--- src/rtl/fifo_ctrl_pkg.sv ---
// ---------------------------------------------------------------------------
// fifo_ctrl_pkg
// Shared definitions for the stream-to-FIFO controller: default payload
// width, FIFO array depth, pointer/counter widths and the controller state
// encoding.
// ---------------------------------------------------------------------------
package fifo_ctrl_pkg;

    localparam int DATA_W = 9;
    localparam int DEPTH  = 256;
    localparam int PTR_W  = 8;
    localparam int CNT_W  = 9;

    typedef enum logic [1:0] {
        CLR   = 2'd0,
        RUN   = 2'd1,
        FLUSH = 2'd2
    } state_t;

endpackage

--- src/rtl/fifo_obuf2.sv ---
// ---------------------------------------------------------------------------
// fifo_obuf2
// Two-entry in-order output buffer sitting behind the FIFO's registered read
// port. Entry 0 is always the head.
//
// Ports
//   clk, rst         clock, synchronous active-high reset (occupancy only)
//   clr              discard all entries
//   push, push_data  capture one word into the tail
//   pop              remove the head word (only when occ != 0)
//   occ              number of valid entries (0..2)
//   head             head entry data (meaningful only when occ != 0)
// ---------------------------------------------------------------------------
module fifo_obuf2 #(
    parameter int DATA_W = fifo_ctrl_pkg::DATA_W
) (
    input  logic              clk,
    input  logic              rst,
    input  logic              clr,
    input  logic              push,
    input  logic [DATA_W-1:0] push_data,
    input  logic              pop,
    output logic [1:0]        occ,
    output logic [DATA_W-1:0] head
);

    logic [DATA_W-1:0] ent0;
    logic [DATA_W-1:0] ent1;
    logic [1:0]        occ_r;

    always_ff @(posedge clk) begin
        if (rst || clr) begin
            occ_r <= 2'd0;
        end else begin
            case ({push, pop})
                2'b10:   occ_r <= occ_r + 2'd1;
                2'b01:   occ_r <= occ_r - 2'd1;
                default: occ_r <= occ_r;
            endcase
        end
    end

    // Data entries carry no reset; occ_r qualifies them.
    always_ff @(posedge clk) begin
        if (pop) begin
            // Shift toward the head; a word pushed while popping a single
            // entry goes straight into the head slot.
            ent0 <= (push && occ_r == 2'd1) ? push_data : ent1;
            if (push) begin
                ent1 <= push_data;
            end
        end else if (push) begin
            if (occ_r == 2'd0) begin
                ent0 <= push_data;
            end else begin
                ent1 <= push_data;
            end
        end
    end

    assign occ  = occ_r;
    assign head = ent0;

endmodule

--- src/rtl/fifo_stream_ctrl.sv ---
// ---------------------------------------------------------------------------
// fifo_stream_ctrl
// Valid/ready stream wrapper around an external single-clock FIFO array with
// a registered read port. Writes go straight into the array; reads are issued
// ahead and their data (available one cycle later) lands in a 2-entry output
// buffer that drives the downstream stream.
//
// Ports
//   clk, rst                 clock, synchronous active-high reset
//   flush                    discard all stored and in-flight words
//   s_valid, s_data, s_ready upstream write stream
//   m_valid, m_data, m_ready downstream read stream
//   fifo_wren, fifo_wrinc    FIFO write strobe / write-pointer increment
//   fifo_rden, fifo_rdinc    FIFO read strobe / read-pointer increment
//   fifo_wrptrclr/rdptrclr   FIFO pointer clears
//   fifo_din                 FIFO write data
//   fifo_dout                FIFO registered read data
//   count                    words held: array + in-flight read + buffered
//   full, empty              array full / nothing held anywhere
// ---------------------------------------------------------------------------
module fifo_stream_ctrl #(
    parameter int DATA_W = fifo_ctrl_pkg::DATA_W,
    parameter int DEPTH  = fifo_ctrl_pkg::DEPTH
) (
    input  logic                       clk,
    input  logic                       rst,
    input  logic                       flush,
    input  logic                       s_valid,
    input  logic [DATA_W-1:0]          s_data,
    output logic                       s_ready,
    output logic                       m_valid,
    output logic [DATA_W-1:0]          m_data,
    input  logic                       m_ready,
    output logic                       fifo_wren,
    output logic                       fifo_wrinc,
    output logic                       fifo_rden,
    output logic                       fifo_rdinc,
    output logic                       fifo_wrptrclr,
    output logic                       fifo_rdptrclr,
    output logic [DATA_W-1:0]          fifo_din,
    input  logic [DATA_W-1:0]          fifo_dout,
    output logic [$clog2(DEPTH):0]     count,
    output logic                       full,
    output logic                       empty
);

    import fifo_ctrl_pkg::*;

    localparam int             CW      = $clog2(DEPTH) + 1;
    localparam logic [CW-1:0]  DEPTH_C = CW'(DEPTH);

    state_t            state;
    state_t            state_nxt;
    logic              run;
    logic              ptrclr;
    logic              flush_go;
    logic              accept;
    logic              rd_issue;
    logic              pop;
    logic [2:0]        busy;
    logic [CW-1:0]     mem_cnt;
    logic              rd_pend;
    logic [1:0]        occ;
    logic [DATA_W-1:0] head;

    always_ff @(posedge clk) begin
        if (rst) begin
            state <= CLR;
        end else begin
            state <= state_nxt;
        end
    end

    // CLR and FLUSH are single-cycle pointer-clear states; only RUN moves data.
    always_comb begin
        state_nxt = state;
        run       = 1'b0;
        ptrclr    = 1'b1;
        case (state)
            CLR:   state_nxt = RUN;
            RUN: begin
                ptrclr = 1'b0;
                run    = !flush;
                if (flush) begin
                    state_nxt = FLUSH;
                end
            end
            FLUSH: state_nxt = RUN;
            default: state_nxt = CLR;
        endcase
        if (rst) begin
            run    = 1'b0;
            ptrclr = 1'b1;
        end
    end

    assign flush_go = (state == RUN) && flush;

    assign s_ready = run && (mem_cnt < DEPTH_C);
    assign accept  = s_valid && s_ready;

    assign m_valid = (occ != 2'd0) && !rst;
    assign pop     = m_valid && m_ready;

    // Buffer slots still claimed after this cycle. Counting the pop as freed
    // space lets a read issue every cycle while the consumer keeps up, and
    // still guarantees a free slot when the read data lands a cycle later.
    assign busy     = 3'(occ) + 3'(rd_pend) - 3'(pop);
    assign rd_issue = run && (mem_cnt != '0) && (busy < 3'd2);

    // Stage 0 -> 1: array occupancy and read-in-flight flag.
    always_ff @(posedge clk) begin
        if (rst || flush_go) begin
            mem_cnt <= '0;
            rd_pend <= 1'b0;
        end else begin
            rd_pend <= rd_issue;
            if (accept && !rd_issue) begin
                mem_cnt <= mem_cnt + 1'b1;
            end else if (!accept && rd_issue) begin
                mem_cnt <= mem_cnt - 1'b1;
            end
        end
    end

    // Stage 1 -> 2: registered FIFO read data captured into the output buffer.
    fifo_obuf2 #(
        .DATA_W (DATA_W)
    ) u_obuf (
        .clk       (clk),
        .rst       (rst),
        .clr       (flush_go),
        .push      (rd_pend),
        .push_data (fifo_dout),
        .pop       (pop),
        .occ       (occ),
        .head      (head)
    );

    assign m_data = m_valid ? head : '0;

    assign fifo_wren     = accept;
    assign fifo_wrinc    = accept;
    assign fifo_din      = s_data;
    assign fifo_rden     = rd_issue;
    assign fifo_rdinc    = rd_issue;
    assign fifo_wrptrclr = ptrclr;
    assign fifo_rdptrclr = ptrclr;

    assign count = mem_cnt + CW'(rd_pend) + CW'(occ);
    assign full  = (mem_cnt == DEPTH_C);
    assign empty = (count == '0);

endmodule

--- config.mk ---
export PLATFORM = sky130hd
export DESIGN_NAME = fifo_stream_ctrl
export DESIGN_NICKNAME = d
export VERILOG_FILES = /design/src/rtl/fifo_ctrl_pkg.sv /design/src/rtl/fifo_obuf2.sv /design/src/rtl/fifo_stream_ctrl.sv
export SDC_FILE = /design/constraint.sdc
export NUM_CORES = 1
export LEC_CHECK = 0
export BUFFER_PORTS_ARGS = -buffer_cell sky130_fd_sc_hd__buf_2
export CORE_AREA = 3 3 66 68
export CTS_CLUSTER_SIZE = 30
export DETAILED_ROUTE_END_ITERATION = 8
export DIE_AREA = 0 0 69 71
export GPL_TIMING_DRIVEN = 0
export PLACE_DENSITY = 0.93
export SYNTH_ARGS = -nofsm -noshare
export SYNTH_HDL_FRONTEND = slang
export SYNTH_SLANG_ARGS = --single-unit
export TNS_END_PERCENT = 30
--- constraint.sdc ---
create_clock -name clk -period 7.9 [get_ports clk]
set_clock_uncertainty 0.1 [all_clocks]
set_input_delay 0 -clock clk [delete_from_list [all_inputs] [get_ports clk]]
set_output_delay 0 -clock clk [all_outputs]
set_load 0.005 [all_outputs]
==> key figures, run 1 <==
Global routing
  – Total GRT Usage: 20.7%
  – Vias in the first global route: 1889
  – Grt ovf: 0
  – Largest net degree at the start of global routing: 11
  – Antenna violations before repair: 0
  – First-pass GRT wire length: 8230 um

STA
  – Worst-margin pin slew: 0.754 ns
  – Fin crit share: 58.6%
  – Slew Limit Headroom: 49.6%
  – Max-slew violations: 0
  – Endpoints failing setup: 0
  – Min Tclk post-route: 4.63 ns
  – Setup TNS: 0 ns
  – Final Hold Slack: 0.0648 ns
  – Final hold violation count: 0
  – Max Clock Freq: 216 MHz
  – RSZ-0062 raised after global routing: no

Clock network
  – CTS tree: built
  – CTS clock-pin slew for the worst setup and hold paths: 0.07 ns
  – Post-CTS Setup Bufs: 0
  – Cts bufs inserted: 5
  – Hold buffers post-CTS: 12
  – CTS Sinks: 32
  – Root buf cell: clkbuf_8
  – Clock Latency Late Sink: 0.28 ns
  – H-Tree Depth: 2
  – PostCTS Resize Cnt: 0
  – CTS max path bufs: 2

Floorplan
  – Std cell rows: 23
  – Die H: 71 um
  – Io pins: 60
  – Die X: 69 um
  – Initial Util: 53.3%
  – Die area: 4900 sq um
  – Core Area: 3910 sq um

Worst hold path
  – Hold wc startpoint: s_data[8]
  – WHS Path Cells: 2
  – WHS Endpoint: fifo_din[8]
  – Hold Crit Class: primary input to output port

Drt
  – Vias per inst: 5.45
  – DRT iter0 DRCs: 75
  – Residual DRC count: 0
  – ANT nets after route: 0
  – Vias: 1864
  – Routed WL: 4940 um
  – DRT Pass-1 Iters: 4
  – Wirelength per Cell: 14.5 um

Critical path
  – Setup crit start kind: flop
  – Critical Path Sink Type: flop
  – CP Class: flop to flop
  – R2R Path End: mem_cnt[8]
  – Arr. time, crit path: 4.74 ns
  – Crit path required time: 8.02 ns
  – Reg2Reg Setup Slack: 3.27 ns
  – Crit-path max FO: 8
  – Worst Reg-to-Reg Cells: 19
  – R2R Path Start: u_obuf.occ[1]

Placed design
  – Port Buffers: 50
  – Global placement routability congestion: 0.935
  – Final HPWL DP: 3590 um

Synthesis
  – Synthesis-stage register bit count: 32
  – Synth area leader: edfxtp_1
  – Post-synthesis cell type count: 42
  – Post-Synth Adder-Cell Area: 11.0%
  – Post-Syn Nets: 261
  – Synth warnings: 0
  – Synth Area in Compound Gates: 10.4%
  – Sequential area share after synthesis: 39.3%
  – Synth Instances: 222
  – Post-Synth Simple-Gate Area: 20.4%
  – Syn Area/Cell: 9.40 sq um
  – Largest family of logic cells by synthesized area: simple AND/OR/NAND/NOR gates
  – Post-synth EDFFs: 18
  – Async SR Flop Fraction: 0%
  – Mux cell area share after synthesis: 6.29%
  – Synth Flop Type: edfxtp_1
  – Synth Area in XOR/XNOR: 4.20%
  – Top-area cell type share of the netlist area: 25.9%
  – Area contributors post-synth: edfxtp_1 (26%), dfxtp_1 (13%), ha_1 (7.2%), mux2_1 (4.9%), buf_4 (4.3%)
  – Syn Std Cell Area: 2090 sq um

Power and ir drop
  – Power density cells: 171 nW/um^2
  – VDD IR max: 0.0000816 V
  – Pleak: 1.21 nW

Cells and area
  – Post-route core utilization: 67.1%
  – Ant. Diodes: 0
  – Commonest non-fill, non-tap cell in the layout: buf_2
  – Most frequent cells in the layout: buf_2 (54), nor2_1 (22), edfxtp_1 (18)
  – Nets: 330
  – Share of cells above drive strength 1: 26.4%
  – Layout area overhead: 25.9%

Status
  – Status: finished, final reports clean

Run
  – Number of max-cap violations: 0
==> registers in the layout, summed over array words and instances (netlist names) <==
register and flops:
state 2, u_obuf.ent1 9, u_obuf.head 9, mem_cnt 9
u_obuf.occ 2, rd_pend 1
==> critical path, stage by stage (launching register included) <==
cell and delay, ns:
dfxtp_1 0.51, inv_1 0.11, ha_1 0.24, nor2_2 0.15, nand2_1 0.15, nor2_1 0.19
o21ai_0 0.14, fa_1 0.40, xnor2_1 0.14, nand2_1 0.09, nor4_1 0.52, inv_2 0.08
ha_1 0.25, inv_1 0.23, ha_1 0.33, o211ai_1 0.19, a21oi_1 0.10, o21ai_1 0.19
mux2i_1 0.25, mux2i_1 0.20
==> through the flow <==
stage	power, mW	worst slack, ns	area, sq um	std cells
2_1_floorplan	0.260	3.91	2090	222
3_3_place_gp	0.288	3.57	2400	322
3_5_place_dp	0.293	3.41	2400	322
4_1_cts	0.452	3.32	2630	342
5_1_grt	0.470	2.73	2630	342
6_report	0.449	3.27	2630	342
==> kinds of logic (layout without fill, tap and decap cells) <==
family | count (synthesis) | in the layout
and+or+nand+nor | 83 | 83
xor gates and xnor gates | 10 | 10
DFF | 32 | 32
buffers and inverters | 33 | 103
muxes | 12 | 12
adders and majority gates | 16 | 16
AOI/OAI and AO/OA | 36 | 36
==> layer usage <==
layer / track usage, % / wire, um / up-vias
met5: 0 / 0 / -
met4: 10.6 / 71 / 0
met1: 22.4 / 1910 / 875
li1: - / - / 905
met2: 38.5 / 2650 / 76
met3: 3.55 / 307 / 8
==> synthesized netlist by cell type (2+ instances only) <==
master / instances
mux2i_1: 3
nor2b_1: 2
nor3_1: 5
fa_1: 4
and2_1: 11
ha_1: 12
inv_1: 13
mux2_1: 9
or3_1: 3
a21oi_1: 11
nand2_1: 14
xnor2_1: 7
and3_1: 3
buf_2: 4
buf_4: 12
nand2b_1: 4
nor4_1: 5
or4_1: 2
xor2_1: 3
nor2_1: 22
o21a_1: 2
a31oi_1: 2
o21ai_1: 5
o21ai_0: 6
nand3_1: 7
clkbuf_1: 3
dfxtp_1: 14
edfxtp_1: 18
a21o_1: 3
==> how the worst max path moves through the flow <==
stage	cells after the start	slack, ns	start	end
finish	19	3.27	u_obuf.occ[1]	mem_cnt[8]
global route	19	2.73	u_obuf.occ[1]	mem_cnt[8]
CTS	19	3.32	u_obuf.occ[1]	mem_cnt[8]
detailed placement	19	3.41	u_obuf.occ[1]	mem_cnt[8]
global placement	19	3.57	u_obuf.occ[1]	mem_cnt[8]
floorplan	19	3.91	u_obuf.occ[1]	mem_cnt[7]
==> cell type report <==
class | instances | area (sq um)
multi-input combinational | 157 | 1090
sequential | 32 | 821
clock inverter | 2 | 35.0
clock buffer | 6 | 72.6
inverter | 14 | 52.6
timing repair buffer | 62 | 370
fill | 309 | 1290
tap | 50 | 62.6
buffer | 19 | 121
==> power by group <==
group          switching (mW)  leakage, nW  internal, mW
Sequential            0.00738        0.276         0.183
Clock                  0.0600       0.0552        0.0935
Combinational          0.0548        0.882        0.0504
Total                   0.122         1.21         0.327
No activity file was read; power rests on OpenSTA's default activity.
==> run 2, diff against run 1 <==
Settings changed: ABC_AREA from default to 1, CORE_AREA 3 3 66 68 to 3 3 69 71, DIE_AREA 0 0 69 71 to 0 0 72 74, PLACE_DENSITY 0.93 to 0.89.
Clock period 7.9 ns to 4.4 ns, I/O delays scaled along.
==> run 2 against run 1 <==
Compared with the run above:
- via count increased by 6.0%
- non-clock buffer count decreased by 5
- maximum frequency increased by 17%
- sequential share of layout area decreased by 0.77 points
- worst setup slack got worse by 2.8 ns
- critical path depth increased by 2
- synthesized area increased by 4.3%
- largest power group unchanged
==> key figures, run 2 <==
Floorplan
  – Initial Util: 50.7%
  – Std cell rows: 24
  – Die X: 72 um
  – Io pins: 60
  – Core Area: 4290 sq um
  – Die area: 5330 sq um
  – Die H: 74 um

Status
  – Status: finished, final reports clean

Synthesis
  – Sequential area share after synthesis: 37.7%
  – Syn Std Cell Area: 2180 sq um
  – Synth area leader: edfxtp_1
  – Largest family of logic cells by synthesized area: simple AND/OR/NAND/NOR gates
  – Synth Area in XOR/XNOR: 2.01%
  – Synth Flop Type: edfxtp_1
  – Syn Area/Cell: 7.69 sq um
  – Post-synth EDFFs: 18
  – Synth warnings: 0
  – Synth Area in Compound Gates: 5.35%
  – Top-area cell type share of the netlist area: 24.8%
  – Mux cell area share after synthesis: 4.66%
  – Post-Synth Adder-Cell Area: 10.6%
  – Commonest cells in the netlist: nand2_1 (62), inv_1 (55), nor2_1 (37), nand3_1 (19), edfxtp_1 (18)
  – Post-Synth Simple-Gate Area: 25.6%
  – Synth Instances: 283
  – Synthesis-stage register bit count: 32
  – Async SR Flop Fraction: 0%
  – Top-count cell post-synth: nand2_1
  – Post-Syn Nets: 322
  – Post-synthesis cell type count: 24
  – Area contributors post-synth: edfxtp_1 (25%), dfxtp_1 (13%), nand2_1 (11%), inv_1 (9.5%), ha_1 (6.9%)

Power and ir drop
  – P_int: 0.522 mW
  – Sequential Power Share: 45.7%
  – Gate power share: 25.4%
  – Clock power share: 28.9%
  – Sw frac: 29.6%
  – Power density cells: 275 nW/um^2
  – Switching Power: 0.220 mW
  – Pleak: 1.49 nW
  – VDD IR max: 0.000108 V

STA
  – Slew Limit Headroom: 41.3%
  – Worst-margin pin slew: 0.880 ns
  – PnR worst setup slack: 0.438 ns
  – Endpoints failing setup: 0
  – Min Tclk post-route: 3.96 ns
  – Max-slew violations: 0
  – Max Clock Freq: 252 MHz
  – Fin crit share: 90.1%
  – Setup TNS: 0 ns
  – RSZ-0062 raised after global routing: no
  – Final hold violation count: 0

Cells and area
  – Share of cells above drive strength 1: 24.4%
  – Design area: 2690 sq um
  – Nets: 391
  – Reg area: 821 sq um
  – Most frequent cells in the layout: nand2_1 (62), inv_1 (55), buf_2 (51)
  – Layout area overhead: 23.8%
  – Commonest non-fill, non-tap cell in the layout: nand2_1
  – Ant. Diodes: 0
  – Fill count: 364
  – Area taken by multi-input logic gates: 1050 sq um

Critical path
  – CP Class: flop to flop
  – Critical Path Sink Type: flop
  – Crit path required time: 4.49 ns
  – Crit-path max FO: 10
  – Setup crit start kind: flop
  – Arr. time, crit path: 4.05 ns

Global routing
  – First-pass GRT wire length: 7950 um
  – Vias in the first global route: 1894
  – Largest net degree at the start of global routing: 11
  – Total GRT Usage: 19.4%
  – Grt ovf: 0
  – Antenna violations before repair: 0

Run
  – Number of max-cap violations: 0

Clock network
  – Clock Latency Late Sink: 0.29 ns
  – CTS clock-pin slew for the worst setup and hold paths: 0.06 ns
  – CTS tree: built
  – CTS Sinks: 32
  – H-Tree Depth: 2
  – Root buf cell: clkbuf_8
  – Cts bufs inserted: 5
  – CTS max path bufs: 2
  – Post-CTS Setup Bufs: 0

Placed design
  – Port Buffers: 50
  – Dpl ws: 0.447 ns
  – Post-DP Area: 2490 sq um
  – Final HPWL DP: 3780 um
  – Global placement routability congestion: 0.821

Worst hold path
  – Hold Crit Class: primary input to output port

Drt
  – Residual DRC count: 0
  – Vias per inst: 4.88
  – Vias: 1975
  – DRT iter0 DRCs: 114
  – Wirelength per Cell: 12.0 um
  – DRT Pass-1 Iters: 4
  – ANT nets after route: 0
  – Routed WL: 4850 um
-- run 2: timing repair --
item | 4_1_cts | 5_1_grt
hold endpoints to repair | 20 | 0
hold buffers | 12 | 0
gates resized for setup | 0 | 0
-- run 2: final timing paths --
| path | start | to | slack [ns] | depth (start not counted) |
|---|---|---|---|---|
| max reg2reg | u_obuf.occ[1] | mem_cnt[8] | 0.44 | 21 |
| max | u_obuf.occ[1] | mem_cnt[8] | 0.44 | 21 |
| min reg2reg | mem_cnt[0] | mem_cnt[0] | 0.39 | 2 |
| min | s_data[6] | fifo_din[6] | 0.07 | 2 |
-- run 2: cells by family (layout without fill, tap and decap cells) --
logic type	count (synthesis)	after routing
flip-flops	32	32
multiplexers	9	9
AO/OA/AOI/OAI	21	21
XOR/XNOR	5	5
adder cells (fa/ha/maj)	16	16
AND/OR/NAND/NOR	131	131
buffers and inverters	69	139
-- run 2: stage by stage --
stage / power (mW) / instances / hold slack (ns) / utilization (%)
final: 0.742 / 405 / 0.0661 / 62.7
after floorplan: 0.470 / 283 / -0.0737 / -
after global routing: 0.790 / 405 / 0.0730 / 62.7
after CTS: 0.748 / 405 / 0.0674 / 62.7
after global placement: 0.517 / 385 / 0.0668 / 58.0
after detailed placement: 0.525 / 385 / 0.0672 / 58.0
-- run 2: power groups by stage --
stage	clock network, mW	registers, mW	logic [mW]
global route	0.232	0.340	0.217
detailed placement	0	0.345	0.180
floorplan	0	0.342	0.128
CTS	0.221	0.339	0.189
global placement	0	0.345	0.172
finish	0.214	0.339	0.188
-- run 2: cell type report --
| class | instances | share of cell area [%] |
|---|---|---|
| Buffer | 14 | 3.67 |
| Clock buffer | 5 | 2.55 |
| Clock inverter | 3 | 0.511 |
| Inverter | 55 | 7.66 |
| Multi-Input combinational cell | 182 | 39.0 |
| Sequential cell | 32 | 30.5 |
| Tap cell | 52 | 2.42 |
| Timing Repair Buffer | 62 | 13.7 |
-- run 2: metal layers --
metal,track usage [%],wire length [um],vias up
met5,0,0,-
met3,4.59,324,12
met2,37.2,2550,67
met4,11.7,150,0
li1,-,-,1010
met1,18.9,1820,886
-- run 2: worst max-delay path, stage by stage, from the launching register on --
cell and delay (ns):
dfxtp_1 0.38, inv_1 0.16, ha_1 0.28, inv_1 0.09, nand2_1 0.27, nor2_1 0.09, nor2_1 0.09, o21ai_0 0.10
fa_1 0.50, nand2_1 0.05, nor3_1 0.17, nand2_1 0.11, ha_1 0.24, inv_1 0.22, ha_1 0.31, or2_2 0.31
nand3_1 0.10, nand2_1 0.06, nand2_1 0.06, nand3_1 0.07, nand2_1 0.06, inv_1 0.03
